--- src/rtl/seq_add32.sv ---
// seq_add32: byte-serial WIDTH-bit add/subtract with start/busy/done handshake
module seq_add32 #(
  parameter int WIDTH = 32
) (
  input  logic             clock_i,
  input  logic             reset_i,
  input  logic             start_i,
  input  logic             sub_i,
  input  logic [WIDTH-1:0] data_a_i,
  input  logic [WIDTH-1:0] data_b_i,
  output logic             busy_o,
  output logic             done_o,
  output logic [WIDTH-1:0] result_o,
  output logic             cout_o,
  output logic             overflow_o
);
  localparam int NB = WIDTH / 8;
  localparam int IW = $clog2(NB);
  typedef enum logic [1:0] {IDLE, RUN, DONE} state_t;
  state_t           state_q;
  logic [WIDTH-1:0] opa_q, opb_q, result_q;
  logic [IW-1:0]    idx_q;
  logic             carry_q, busy_q, done_q, cout_q, ovf_q;
  logic [7:0]       a_byte, b_byte, sum_d;
  logic [8:0]       lo_d, hi_d;
  logic             carry_d, last;
  // byte adder in carry-select form: both carry-in outcomes computed, carry picks one
  always_comb begin
    a_byte = opa_q[{idx_q, 3'b000} +: 8];
    b_byte = opb_q[{idx_q, 3'b000} +: 8];
    lo_d = {1'b0, a_byte} + {1'b0, b_byte};
    hi_d = lo_d + 9'd1;
    {carry_d, sum_d} = carry_q ? hi_d : lo_d;
    last = idx_q == IW'(NB - 1);
  end
  // control FSM with operand latch, byte-wise result update and registered flags
  always_ff @(posedge clock_i) begin
    if (reset_i) begin
      state_q  <= IDLE;
      opa_q    <= '0;
      opb_q    <= '0;
      result_q <= '0;
      idx_q    <= '0;
      carry_q  <= 1'b0;
      busy_q   <= 1'b0;
      done_q   <= 1'b0;
      cout_q   <= 1'b0;
      ovf_q    <= 1'b0;
    end else begin
      done_q <= 1'b0;
      case (state_q)
        IDLE: if (start_i) begin
          opa_q    <= data_a_i;
          opb_q    <= sub_i ? ~data_b_i : data_b_i;
          carry_q  <= sub_i;
          idx_q    <= '0;
          result_q <= '0;
          cout_q   <= 1'b0;
          ovf_q    <= 1'b0;
          busy_q   <= 1'b1;
          state_q  <= RUN;
        end
        RUN: begin
          result_q[{idx_q, 3'b000} +: 8] <= sum_d;
          carry_q <= carry_d;
          idx_q   <= idx_q + IW'(1);
          if (last) begin
            cout_q  <= carry_d;
            ovf_q   <= (opa_q[WIDTH-1] == opb_q[WIDTH-1]) && (sum_d[7] != opa_q[WIDTH-1]);
            busy_q  <= 1'b0;
            done_q  <= 1'b1;
            state_q <= DONE;
          end
        end
        default: state_q <= IDLE;
      endcase
    end
  end
  assign busy_o     = busy_q;
  assign done_o     = done_q;
  assign result_o   = result_q;
  assign cout_o     = cout_q;
  assign overflow_o = ovf_q;
endmodule

--- config.mk ---
export PLATFORM = sky130hd
export DESIGN_NAME = seq_add32
export DESIGN_NICKNAME = d
export VERILOG_FILES = /design/src/rtl/seq_add32.sv
export SDC_FILE = /design/constraint.sdc
export NUM_CORES = 1
export LEC_CHECK = 0
export BUFFER_PORTS_ARGS = -buffer_cell sky130_fd_sc_hd__buf_2
export CORE_MARGIN = 1
export CORE_UTILIZATION = 49
export DETAILED_ROUTE_END_ITERATION = 8
export GPL_TIMING_DRIVEN = 0
export PLACE_DENSITY = 0.73
export SYNTH_ARGS = -nofsm -noshare
export SYNTH_HDL_FRONTEND = slang
export SYNTH_SLANG_ARGS = --single-unit
--- constraint.sdc ---
create_clock -name clock_i -period 3.2 [get_ports clock_i]
set_input_delay 0.16 -clock clock_i [delete_from_list [all_inputs] [get_ports clock_i]]
set_output_delay 0.16 -clock clock_i [all_outputs]
set_load 0.02 [all_outputs]
**Yosys cells after proc, flatten, opt, wreduce, memory -nomap -nowiden**

Cells that the tools add are included.

- $add $sub $neg: 4
- Shift operators: 4
- Reductions and logical operators: 8
- Equality and inequality tests: 6
- Muxes and demuxes: 21
- Bitwise logic cells: 2

Operators by type and width:

| cell | count |
|---|---|
| 32-bit two-way mux | 2 |
| 32-bit one-hot mux with 2 select lines | 1 |
| 32-bit by 6-bit variable part select with 8-bit output | 2 |
| 32-bit bitwise mux | 1 |
| 32-bit NOT | 1 |
| 8-bit by 7-bit variable shift with 32-bit output, first input constant | 1 |
| 8-bit by 7-bit variable part select with 32-bit output | 1 |
| 8-bit by 8-bit adder with 9-bit output | 1 |
| 9-bit by 1-bit adder with 9-bit output, second input constant | 1 |
| 9-bit two-way mux | 1 |
| 1-bit one-hot mux with 2 select lines | 4 |
| 2-bit one-hot mux with 2 select lines | 2 |
| 1-bit two-way mux | 7 |
| 5-bit negator with 7-bit output | 1 |
| 2-bit two-way mux | 3 |
| 2-bit AND reduction | 3 |
| 2-bit inequality test, second input constant | 2 |
| 3-bit AND reduction | 1 |
| 2-bit by 1-bit adder with 2-bit output, second input constant | 1 |
| 2-bit by 1-bit equality test with 1-bit output, second input constant | 1 |
| 2-bit equality test, second input constant | 1 |
| 2-bit logical NOT | 1 |
| 2-bit nonzero test | 1 |
| 2-bit OR reduction | 1 |
| 4 further kinds | 4 |

- Output and inout bits: 36
- Register bits: 105
- Input bits: 68

**Logic depth before layout (Yosys ltp)**

- Depth after elaboration: 8
- Gate-level depth with buffers: 12
- Depth with buffers taken out: 10

**Worst setup path after synthesis**

OpenSTA, ideal clock, no wires.

- Path kind: flip-flop to flip-flop
- From: register idx_q[0]
- To: register ovf_q (netlist: overflow_o)
- Setup time: 0.127 ns
- Period minus slack after synthesis: 3.350 ns
- Data required time: 3.073 ns
- Buffers on the path: 2
- Stages on the path, launching flop included: 13
- Setup slack: -0.150 ns
- Arrival time: 3.223 ns
- Path through: dfxtp_1 > buf_2 > buf_2 > mux4_2 > ha_1 > fa_1 > a211oi_2 > o21bai_1 > a21oi_2 > xnor2_1 > nor4b_4 > mux2i_1 > nand4_1

- Longest elaborated chain between the ends: 8
- Elaborated cells on any way between the ends: 12
- Classes of those cells: add/sub (2); eq/ne (3); shift (2); mux (3); reduce/logical (2)

Ends and longest elaborated chain:

| what | RTL line | RTL |
|---|---|---|
| start, declared | 22 | `logic [IW-1:0] idx_q;` |
| start signal, assigned | 66 | `idx_q <= idx_q + IW'(1);` |
| 32-bit by 6-bit variable part select with 8-bit output (on tied branches) | 29, 30 |  |
| 8-bit by 8-bit adder with 9-bit output | 31 | `lo_d = {1'b0, a_byte} + {1'b0, b_byte};` |
| 9-bit by 1-bit adder with 9-bit output | 32 | `hi_d = lo_d + 9'd1;` |
| 9-bit two-way mux | 33 | `{carry_d, sum_d} = carry_q ? hi_d : lo_d;` |
| 1-bit inequality test | 69 | `ovf_q <= (opa_q[WIDTH-1] == opb_q[WIDTH-1]) && (sum_d[7] != opa_q[WIDTH-1]);` |
| 1-bit logical AND | 69 |  |
| 1-bit two-way mux | 67 | `if (last) begin` |
| 1-bit one-hot mux with 2 select lines | 51 | `case (state_q)` |
| end signal, assigned | 69 |  |
| end, declared | 23 | `logic carry_q, busy_q, done_q, cout_q, ovf_q;` |

Parallel ways exist; a longest one is shown, timed or not. The select of a mux whose other input is x is not followed.
A chain may end at the register's enable or synchronous reset.

**Final worst setup path**

Same ends and word-level chain as after synthesis.

==> results.md <==
* Core ar. at 9420 um^2
* Run status: finished, violations left
* Dpl hpwl at 9580 um
* Tcrit/Tclk final at 102%
* GP Congestion at 0.851
* Mapped Cells at 530
* Reg2reg start: idx_q[0]
* Final hold violation count at 0
* Reg2reg path depth at 12
* DR WL/cell at 17.0 um
* Number of global-route vias before repair at 4,473
* Max_cap viols at 0
* Failing checks: negative setup slack
* Hold_ws at 17.5 ps
* Most frequent cells in the layout: 103 x dfxtp_1, 102 x buf_2, 75 x nand2_1
* Final instance count without filler cells at 790
* Worst Skew at 7.30 ps
* Area delta synth->final at 26.3%
* Combinational fraction of design power at 22.4%
* Reg2Reg Capture Point: overflow_o
* CTS Sinks at 105
* Final setup vio count at 8
* Die height at 102 um
* Fin util at 65.1%
* Setup slack, reg-to-reg at -70 ps
* GRT Util Overall at 27.5%
* P_int at 2.12 mW
* # rows at 35
* H-tree depth at 3
* Worst hold path depth at 3
* Fin nets at 739
* Vias per inst at 5.55
* Pwr Density at 490 nW/um^2
* Sequential cell area at 2100 um^2
* Clk_lat worst skew at 370 ps
* Register area share after synthesis at 43.3%
* HP Start: data_a_i[6]
* HP Class: input pin to register
* Unrepaired setup endpoints after global routing: true
* Initial core utilization at 51.5%
* Fin. max-slew vios at 0
* First-pass GRT wire length at 21,300 um
* Leak pwr at 2.41 nW
* DR vias at 4,387
* Syn_nets at 612
* I/O pin count at 104
* Clock network power share at 30.1%
* Number of synthesized flops with an enable pin at 0
* Maximum fanout along the worst path at 5
* Critical Path Source Type: register
* Initial DRT Pass Iterations at 5
* F_max at 0.305 GHz
* Count of cell types in the netlist at 46
* Final WS setup at -74.3 ps
* CP Class: register to register
* Worst EP required at 3460 ps
* Routed Wire Length at 13,500 um
* Remaining DRCs at 0
* Mean Syn Cell Area at 9.16 um^2
* GRT Residual Overflow at 0
* Worst Setup End Kind: register
* Clock transition at path regs at 90 ps
* Max IR drop VDD at 282 uV
* Main flop type after synthesis: dfxtp_1
* Finished layout cell area at 6130 um^2
* Worst slew pin tran at 838 ps
* Rel. slew slack at 43.6%
* Hold_buf cts at 0
* DRT iter0 DRCs at 275
* Largest net degree at the start of global routing at 17
* CP arrival at 3530 ps
* Fraction of synthesis flops using an asynchronous set or reset pin at 0%
* CTS Root Cell: clkbuf_8
* NetSw at 879 uW
* Worst setup path startpoint: idx_q[0]
* Minimum clock period at 3270 ps
* Switch share at 29.3%
* CP endpoint: overflow_o
* FILL cells at 772
* CTS tree: built
* # placed instances at 760
* Area post-placement at 5530 um^2
* Yosys warnings at 0
* Clk buf depth at 2
* Yosys reg bits at 105
* Post-Syn Area at 4850 um^2
* Diode count at 0
* Post-detailed-route count of antenna-violating nets at 0
* Commonest non-fill, non-tap cell in the layout: dfxtp_1
* Initial antenna violation count at 0
* Tot Pwr at 3.00 mW
* Total CTS buffers at 9
* Area of the multi-input gates at 2810 um^2
* # port buffers at 101
* Reg power frac at 47.5%
* Die ar. at 10,300 um^2
* Die W at 102 um
* Layout cells sized above 1 at 28.1%
==> worst max-delay path: stages (launching register included) <==
cell and delay (ps):
dfxtp_2 340, buf_6 140, buf_12 110, mux4_2 560, fa_2 450, a211oi_4 300, o21bai_1 170, a21oi_2 230
xnor2_2 110, nor4b_4 290, buf_6 170, mux2i_1 180, nand4_1 90
==> registers in the layout, summed over array words and instances, names as in the netlist <==
register / cells
idx_q: 2
result_o: 32
carry_q: 1
busy_o: 1
opb_q: 32
opa_q: 32
overflow_o: 1
cout_o: 1
state_q: 2
done_o: 1
==> power by group through the flow <==
stage               Combinational [mW]  Sequential (mW)  Clock, mW
floorplan                        0.384             1.44          0
global placement                 0.536             1.45          0
detailed placement               0.555             1.45          0
CTS                              0.620             1.42      0.903
global route                     0.725             1.43      0.957
finish                           0.671             1.43      0.903
==> cell usage after synthesis, types with 2 or more instances <==
cell      instances  area share [%]
mux4_2           16             7.4
ha_1             13             3.4
nor2_1           73             5.6
xor2_1            4            0.72
inv_1             3            0.23
a21oi_1          43             4.4
nand3b_1          6            0.93
and2_1            2            0.26
nand2b_1          5            0.64
buf_1             2            0.15
clkbuf_1         34             2.6
mux2i_1           2            0.41
a211oi_1         32             5.0
nand2_1          76             5.9
o21bai_1          2            0.31
dfxtp_1         105              43
buf_2             2            0.21
nor3_1            4            0.41
nand3_1           6            0.62
xnor2_1          38             6.9
nor2b_1           4            0.52
nand4_1           3            0.39
a22oi_1          28             4.3
nand4b_1          2            0.36
o21ai_1           4            0.41
==> worst min path at each step <==
stage | end | slack (ps)
final | opa_q[6] | 20
after global routing | opa_q[7] | 10
after CTS | opa_q[5] | 10
after detailed placement | opa_q[9] | 410
after global placement | opa_q[11] | 400
after floorplan | opa_q[0] | 300
==> layout make-up <==
type	instances	area share (%)
Tap cell	129	2.63
Multi-Input combinational cell	384	45.8
Clock buffer	10	2.25
Buffer	38	2.90
Timing Repair Buffer	116	10.6
Sequential cell	105	34.3
Inverter	3	0.184
Clock inverter	5	1.31
==> layer usage <==
metal | vias to the layer above | GRT usage (%) | share of wire [%]
li1 | 2110 | - | -
met1 | 2081 | 33.0 | 42
met2 | 155 | 47.4 | 49
met3 | 41 | 3.52 | 5.2
met4 | 0 | 15.8 | 4.0
met5 | - | 0 | 0
==> logic make-up after synthesis <==
kind of cell	after synthesis	synth area share, %
AO/OA/AOI/OAI	119	16.4
XOR/XNOR	43	7.92
flip-flops	105	43.3
AND/OR/NAND/NOR	189	17.3
adder cells (fa/ha/maj)	14	3.76
buffers and inverters	41	3.22
multiplexers	19	8.07
==> per-stage QoR <==
stage	worst slack [ps]	TNS, ps
detailed placement	-573	-8130
global placement	-417	-5520
finish	-74.3	-396
floorplan	5.91	0
CTS	-31.2	-118
global route	-166	-1350
==> timing repair <==
item | in CTS | in global routing
hold endpoints to repair | 0 | 0
cloned | 0 | 0
endpoints found under the setup margin | 26 | 17
pin swaps | 13 | 19
setup buffers | 11 | 5
resized for setup | 27 | 14
Note: power is estimated with default switching activity, not from simulation.
